[src/rtl/mem_access_stage.sv]
// MEM stage: drives the req/ack data-memory port, resolves pcsrc, registers MEM/WB,
// stalls upstream while an access waits and aborts misaligned or timed-out accesses.
module mem_access_stage #(
  parameter int unsigned TIMEOUT = 255
) (
  input  logic        clk,
  input  logic        startin_n,
  input  logic        jump,
  input  logic        branch,
  input  logic        memread,
  input  logic        memtoreg,
  input  logic        memwrite,
  input  logic        regwrite,
  input  logic        zero,
  input  logic [31:0] aluResult,
  input  logic [31:0] read2,
  input  logic [4:0]  regDstMux,
  output logic        dmem_req,
  output logic        dmem_we,
  output logic [31:0] dmem_addr,
  output logic [31:0] dmem_wdata,
  input  logic        dmem_ack,
  input  logic [31:0] dmem_rdata,
  output logic        stall,
  output logic        pcsrc,
  output logic        regwrite_wb,
  output logic        memtoreg_wb,
  output logic [31:0] readData_wb,
  output logic [31:0] aluResult_wb,
  output logic [4:0]  regDst_wb,
  output logic        mem_err,
  output logic [1:0]  err_code,
  output logic        dbg_state
);

  typedef enum logic {
    S_IDLE = 1'b0,
    S_WAIT = 1'b1
  } state_t;

  localparam logic [7:0] CNT_LAST = 8'(TIMEOUT - 1);

  state_t      state_q, state_d;
  logic [7:0]  cnt_q, cnt_d;
  logic        memop, aligned, misaligned, timeout_hit, bubble, rd_done;

  logic        regwrite_q, regwrite_d;
  logic        memtoreg_q, memtoreg_d;
  logic [31:0] rdata_q, rdata_d;
  logic [31:0] alu_q, alu_d;
  logic [4:0]  rd_q, rd_d;
  logic        err_q, err_d;
  logic [1:0]  code_q, code_d;

  assign memop      = memread | memwrite;
  assign aligned    = (aluResult[1:0] == 2'b00);
  assign misaligned = (state_q == S_IDLE) & memop & ~aligned;

  // Handshake: a transfer completes in any cycle with dmem_req=1 and dmem_ack=1;
  // once raised, dmem_req stays high with stable addr/wdata/we until ack or timeout.
  always_comb begin
    state_d     = state_q;
    cnt_d       = cnt_q;
    dmem_req    = 1'b0;
    timeout_hit = 1'b0;
    case (state_q)
      S_IDLE: begin
        dmem_req = startin_n & memop & aligned;
        if (dmem_req & ~dmem_ack) begin
          state_d = S_WAIT;
          cnt_d   = 8'd0;
        end
      end
      S_WAIT: begin
        dmem_req    = 1'b1;
        timeout_hit = (cnt_q == CNT_LAST) & ~dmem_ack;
        if (dmem_ack | timeout_hit) begin
          state_d = S_IDLE;
        end else begin
          cnt_d = cnt_q + 8'd1;
        end
      end
      default: state_d = S_IDLE;
    endcase
  end

  assign stall   = dmem_req & ~dmem_ack & ~timeout_hit;
  assign bubble  = stall | misaligned | timeout_hit;
  assign rd_done = dmem_req & dmem_ack & ~memwrite;

  always_comb begin
    regwrite_d = regwrite_q;
    memtoreg_d = memtoreg_q;
    rdata_d    = rdata_q;
    alu_d      = alu_q;
    rd_d       = rd_q;
    err_d      = err_q;
    code_d     = code_q;
    if (bubble) begin
      regwrite_d = 1'b0;
      memtoreg_d = 1'b0;
    end else begin
      regwrite_d = regwrite;
      memtoreg_d = memtoreg;
      alu_d      = aluResult;
      rd_d       = regDstMux;
      if (rd_done) begin
        rdata_d = dmem_rdata;
      end
    end
    // Only the first error is recorded; later aborts leave the code untouched.
    if ((misaligned | timeout_hit) & ~err_q) begin
      err_d  = 1'b1;
      code_d = misaligned ? 2'b01 : 2'b10;
    end
  end

  always_ff @(posedge clk or negedge startin_n) begin
    if (!startin_n) begin
      state_q    <= S_IDLE;
      cnt_q      <= 8'd0;
      regwrite_q <= 1'b0;
      memtoreg_q <= 1'b0;
      rdata_q    <= 32'd0;
      alu_q      <= 32'd0;
      rd_q       <= 5'd0;
      err_q      <= 1'b0;
      code_q     <= 2'b00;
    end else begin
      state_q    <= state_d;
      cnt_q      <= cnt_d;
      regwrite_q <= regwrite_d;
      memtoreg_q <= memtoreg_d;
      rdata_q    <= rdata_d;
      alu_q      <= alu_d;
      rd_q       <= rd_d;
      err_q      <= err_d;
      code_q     <= code_d;
    end
  end

  assign dmem_we      = memwrite;
  assign dmem_addr    = aluResult;
  assign dmem_wdata   = read2;
  assign pcsrc        = (branch & zero) | jump;
  assign regwrite_wb  = regwrite_q;
  assign memtoreg_wb  = memtoreg_q;
  assign readData_wb  = rdata_q;
  assign aluResult_wb = alu_q;
  assign regDst_wb    = rd_q;
  assign mem_err      = err_q;
  assign err_code     = code_q;
  assign dbg_state    = state_q;

endmodule

[config.mk]
export PLATFORM = sky130hd
export DESIGN_NAME = mem_access_stage
export DESIGN_NICKNAME = d
export VERILOG_FILES = /design/src/rtl/mem_access_stage.sv
export SDC_FILE = /design/constraint.sdc
export NUM_CORES = 1
export LEC_CHECK = 0
export ABC_CLOCK_PERIOD_IN_PS = 2100
export BUFFER_PORTS_ARGS = -buffer_cell sky130_fd_sc_hd__buf_2
export CAP_MARGIN = 0
export CORE_MARGIN = 2
export CORE_UTILIZATION = 43
export DETAILED_ROUTE_END_ITERATION = 10
export PLACE_DENSITY = 0.82
export SLEW_MARGIN = 30
export SYNTH_ARGS = -nofsm -noshare
export SYNTH_HDL_FRONTEND = slang
export SYNTH_SLANG_ARGS = --single-unit
export TNS_END_PERCENT = 30
[constraint.sdc]
create_clock -name clk -period 2.1 [get_ports clk]
set_input_delay 0.21 -clock clk [delete_from_list [all_inputs] [get_ports clk]]
set_output_delay 0.21 -clock clk [all_outputs]
set_load 0.05 [all_outputs]
==> Word-level counts from Yosys, hierarchy flattened <==
Cells that the tools add are included.
{ "totals": {"ff_bits": 83, "latchBits": 0, "ramBits": 0, "rom_bits": 0, "inputBits": 111, "out_inout_bits": 143, "mem_count": 0} }
{ "op_classes": {"add_sub_neg": 1, "mul": 0, "n_div": 0, "order_cmp": 0, "n_eq_ne": 3, "shift": 0, "muxes": 11, "bitwise_logic": 25, "reduce_logical": 3} }
{ "op_table": {"columns": ["op", "count"], "rows": [
  ["2-to-1 mux 8 bit", 2],
  ["case mux 8 bit (2 select lines)", 1],
  ["AND 1 bit", 12],
  ["adder 8 x 1 -> 8 bit (second input constant)", 1],
  ["== test 8 bit (second input constant)", 1],
  ["inverter 1 bit", 7],
  ["bitwise OR 1 bit", 6],
  ["2-to-1 mux 1 bit", 5],
  ["case mux 1 bit (2 select lines)", 2],
  ["AND reduction 2 bit", 2],
  ["zero test 2 bit", 1],
  ["2-to-1 mux 2 bit", 1],
  ["!= test 2 x 1 -> 1 bit (second input constant)", 1],
  ["!= test 2 bit (second input constant)", 1]
]} }

==> Depth between registers and ports, before layout <==
{ "logic_depth": {"word_depth": 10, "ltp_mapped": 6, "depth_no_buf": 6} }

==> Least setup slack after synthesis <==
OpenSTA, ideal clock, no wires.
{ "synth_timing": {"path_kind": "reg2reg", "start": "reg state_q (netlist: dbg_state)", "end": "reg cnt_q[0]", "setup_ns": 0.157, "arrival_ns": 2.127, "slack_ns": -0.185, "path_stages_with_launch": 7, "n_path_buf": 2, "synth_period_minus_slack_ns": 2.285, "path_cell_list": "dfrtp_1 > buf_2 > nor2b_1 > a31oi_1 > clkbuf_1 > nor2_1 > o2bb2ai_1"} }
{ "synth_via": {"elab_chain_len": 3, "word_cells_on_any_way": 5, "classes_between": "eq/ne: 2; mux: 1; bitwise: 1; reduce/logical: 1"} }
{ "synth_rtl": {"columns": ["element", "line_no", "rtl"], "rows": [
  ["start: declaration", "43", "state_t state_q, state_d;"],
  ["start signal: assignment", "130", "state_q <= state_d;"],
  ["inverter 1 bit", null, null],
  ["!= test 2 x 1 -> 1 bit (no source line)", null, null],
  ["AND reduction 2 bit (no source line)", null, null],
  ["end signal: assignment", "131", "cnt_q <= cnt_d;"],
  ["end: declaration", "44", "logic [7:0] cnt_q, cnt_d;"]
]} }
Several ways; a longest one is shown, not always the timed one.
A chain may end at the register's enable or synchronous reset.

==> Worst setup path after layout <==
{ "layout_timing": {"start": "in startin_n", "end": "reg rdata_q[3] (netlist: readData_wb[3])"} }
{ "layout_via": {"elab_chain_len": 9, "word_cells_on_any_way": 11, "classes_between": "mux: 1; bitwise: 9; reduce/logical: 1"} }
{ "layout_rtl": {"columns": ["element", "line_no", "rtl"], "rows": [
  ["start: declaration", "7", "input logic startin_n,"],
  ["AND 1 bit (*) (2 in series)", "68", "dmem_req = startin_n & memop & aligned;"],
  ["case mux 1 bit (2 select lines) (*)", "66", "case (state_q)"],
  ["AND 1 bit (2 in series)", "87", "assign stall = dmem_req & ~dmem_ack & ~timeout_hit;"],
  ["bitwise OR 1 bit (2 in series)", "88", "assign bubble = stall | misaligned | timeout_hit;"],
  ["inverter 1 bit (no source line)", null, null],
  ["AND reduction 2 bit (no source line) (*)", null, null],
  ["end signal: assignment", "134", "rdata_q <= rdata_d;"],
  ["end: declaration", "49", "logic [31:0] rdata_q, rdata_d;"]
]} }
Mark *: on every way between the ends. The rest lies on a longest branch, timed or not.

==> key figures <==
Clock tree
  • Clk sinks: 83
  • TritonCTS clock tree: yes
  • Clk slew on worst S/H paths: 0.09 ns
  • Max Buffers Root-to-Sink: 2
  • Inserted Clock Buffers: 9
  • Worst-skew pair later-pin latency: 0.34 ns
  • Clock Tree Root: clkbuf_8
  • CTS H-tree depth: 3

Die
  • Die span in x: roughly 100 um
  • Initial Util: 0.438
  • Core ar.: slightly above 9000 um2
  • Io pins: 254
  • DIE HEIGHT: roughly 100 um
  • Row count: 35
  • Die ar.: 10,100 um2

Route
  • Post-route DRC: 0
  • Via count: 2,686
  • Via density per instance: ~5.0
  • Routed Antenna Nets: 0
  • Starting DRT DRC Count: 36
  • Drt first pass iters: 4
  • Avg WL per Cell: 15.2 um
  • Routed WL: 8.25 mm

Synthesis
  • Post-synthesis cell area: roughly 4000 um2
  • Syn Area/Cell: 13.6 um2
  • Syn. warnings: 0
  • Post-Syn Nets: 407
  • Seq cells post-synth: 83
  • Register area share after synthesis: 0.521
  • Post-synth ARST share: 1.00
  • Cells after Synth: 294
  • EDFF count, synth: 0
  • Yosys cell types: 39
  • Most used DFF post-synth: dfrtp_1

Power and ir drop
  • PD cells: 1180 nW/um2
  • Pleak: 2.52 nW
  • VDD IR max: approximately 570 uV
  • Power Total: 5.65 mW

Place
  • Gpl congestion: 0.837
  • DPL Wire Length: 6.36 mm
  • PortBufs: 189

Worst setup path
  • Critical setup path kind: in2reg
  • Crit Path Max Fanout: 32
  • Worst reg2reg path startpoint: dbg_state$_DFF_PN0_
  • Crit-path slowest cell: dlygate4sd3_1
  • Data required, critical path: 2.33 ns
  • Crit end category: flop
  • Stages on worst setup path: 7
  • CP cell instances: dlygate4sd3_1 -> buf_4 -> nor3b_4 -> a21oi_1 -> or3_2 -> buf_12 -> mux2_4
  • Top delay family on crit path: buffers and inverters
  • Startpoint Class: input port
  • Crit. Startpoint: startin_n
  • Reg2reg path depth: 5
  • R2r endpoint: cnt_q[6]$_DFFE_PN0P_
  • CP endpoint: readData_wb[3]$_DFFE_PN0P_
  • Max stage delay on crit path: about 0.52 ns
  • Worst R2R Setup Slack: 0.34 ns
  • Crit path buf inv count: 3
  • Critical Path AT: about 2.2 ns

Global route
  • Vias in the first global route: 2,661
  • Overflow after GRT: 0
  • Largest net degree at the start of global routing: 47
  • Antenna violations before repair: 0
  • GRT Overall Usage: 0.158
  • First-pass GRT wire length: 12.4 mm

STA
  • Slew HR: 0.669
  • Layout Skew: 0.0113 ns
  • Least-Margin Pin Slew: 0.496 ns
  • Final Hold Vio Count: 0
  • Unrepaired setup endpoints after global routing: false
  • Final Slew Violations: 0
  • Min cycle time layout: 2.01 ns
  • Final setup fails: 0
  • Fin crit share: 0.956
  • Setup Total Neg Slack: 0 ns
  • Fmax: between 400 and 500 MHz

Run status
  • Outcome: finished, final reports clean

Finish
  • N_diodes: 0
  • Filler Cells Inserted: 786
  • Area Overhead vs Synth: 20.3%
  • Final #Nets: 539
  • Fraction of layout instances using a drive strength above 1: 0.673

Flow run
  • Total of max-cap violations: 0

Hold path
  • Worst Hold Class: in2reg
-- what timing repair did --
| item | CTS | global route |
|---|---|---|
| pin swaps | 0 | 1 |
| resized for setup | 1 | 1 |
| hold endpoints to repair | 37 | 0 |
| buffers inserted | 0 | 1 |
| setup endpoints to repair | 1 | 1 |
| hold buffers | 1 | 0 |
| cloned | 0 | 0 |
-- Yosys cell counts, types with 2 or more instances --
cell type | count | area share
dfrtp_1 | 83 | 0.52
buf_12 | 3 | 0.015
o2bb2ai_1 | 2 | 0.0044
and4_1 | 2 | 0.0044
o21ai_0 | 6 | 0.0075
buf_4 | 66 | 0.12
and2_1 | 2 | 0.0031
ha_1 | 2 | 0.0063
buf_2 | 4 | 0.0050
nor2_1 | 6 | 0.0056
inv_1 | 4 | 0.0038
nor3_1 | 2 | 0.0025
a21oi_1 | 7 | 0.0088
o211ai_1 | 2 | 0.0038
mux2_2 | 40 | 0.11
mux2_4 | 30 | 0.11
or3_1 | 5 | 0.0078
nand3_1 | 2 | 0.0025
nand4_1 | 4 | 0.0063
nand2_1 | 3 | 0.0028
-- metrics by stage --
step                      hold slack [ns]  instances  instance area (um2)  worst slack, ns  utilization
after global routing               0.0597        542                 4800          0.00749        0.527
after CTS                          0.0402        541                 4790           0.0138        0.526
after floorplan                   -0.0856        294                 3990           0.0719            -
after detailed placement            0.319        524                 4580            0.234        0.502
after global placement              0.416        523                 4560            0.274        0.500
final                              0.0623        542                 4800           0.0922        0.527
-- logic make-up (layout without fill, tap and decap cells) --
group / Yosys count / in the layout / share of synthesized area
AOI/OAI and AO/OA: 26 / 26 / 0.0430
and+or+nand+nor: 33 / 33 / 0.0499
muxes: 71 / 71 / 0.228
DFF: 83 / 83 / 0.521
adders and majority gates: 2 / 2 / 0.00627
buffers and inverters: 79 / 216 / 0.152
-- state kept, by name, summed over array words and instances, names as in the netlist --
name and count:
dbg_state 1, cnt_q 8, err_code 2, readData_wb 32, memtoreg_wb 1, mem_err 1, aluResult_wb 32, regDst_wb 5
regwrite_wb 1
-- worst register-to-register path, stage by stage (launching register included) --
cell     delay (ns)
dfrtp_1        0.51
nor2b_1        0.32
a31oi_1        0.15
buf_4          0.21
or3_1          0.34
a21oi_1        0.15
-- report_power, final --
part	total (mW)	leakage (nW)	switching, mW	internal, mW
logic	2.35	1.42	1.65	0.700
registers	2.15	1.00	0.211	1.94
clock network	1.15	0.102	0.592	0.560
-- layout make-up --
cell class | instances | area [um2] | area share
Multi-Input combinational cell | 132 | 1320 | 0.276
Clock inverter | 7 | 76.3 | 0.0159
Sequential cell | 83 | 2080 | 0.433
Inverter | 4 | 15.0 | 0.00313
Tap cell | 111 | 139 | 0.0289
Timing Repair Buffer | 196 | 1040 | 0.217
Clock buffer | 9 | 124 | 0.0258
-- worst min-delay path by stage --
stage	from	endpoint	slack, ns	cells past startpoint
after floorplan	startin_n	aluResult_wb[0]$_DFFE_PN0N_	-0.09	0
after global placement	regwrite	regwrite_wb$_DFF_PN0_	0.42	2
after detailed placement	startin_n	cnt_q[1]$_DFFE_PN0P_	0.32	2
after CTS	memtoreg	memtoreg_wb$_DFF_PN0_	0.04	2
after global routing	memtoreg	memtoreg_wb$_DFF_PN0_	0.06	2
final	memtoreg	memtoreg_wb$_DFF_PN0_	0.06	2
-- cell usage in the layout, fill, tap and decap left out, types with 2 or more instances in the layout --
master	instances
buf_2	187
dfrtp_1	83
mux2_2	40
mux2_4	30
clkbuf_8	9
o21ai_0	6
a21oi_1	6
inv_1	4
nand4_1	4
nor2_1	4
or3_1	4
buf_4	4
nand2_1	3
buf_12	3
nor2_2	2
o2bb2ai_1	2
and2_1	2
and4_1	2
nor3_1	2
nand3_1	2
o211ai_1	2
ha_1	2
clkinv_2	2
-- per-layer routing --
layer	track usage	wire, um	vias to the layer above	share of wire
li1	-	-	1220	-
met1	0.175	3140	1291	0.38
met2	0.290	4350	155	0.53
met3	0.0369	606	20	0.073
met4	0.0664	148	0	0.018
met5	0	0	-	0
No activity file was read; power rests on OpenSTA's default activity.
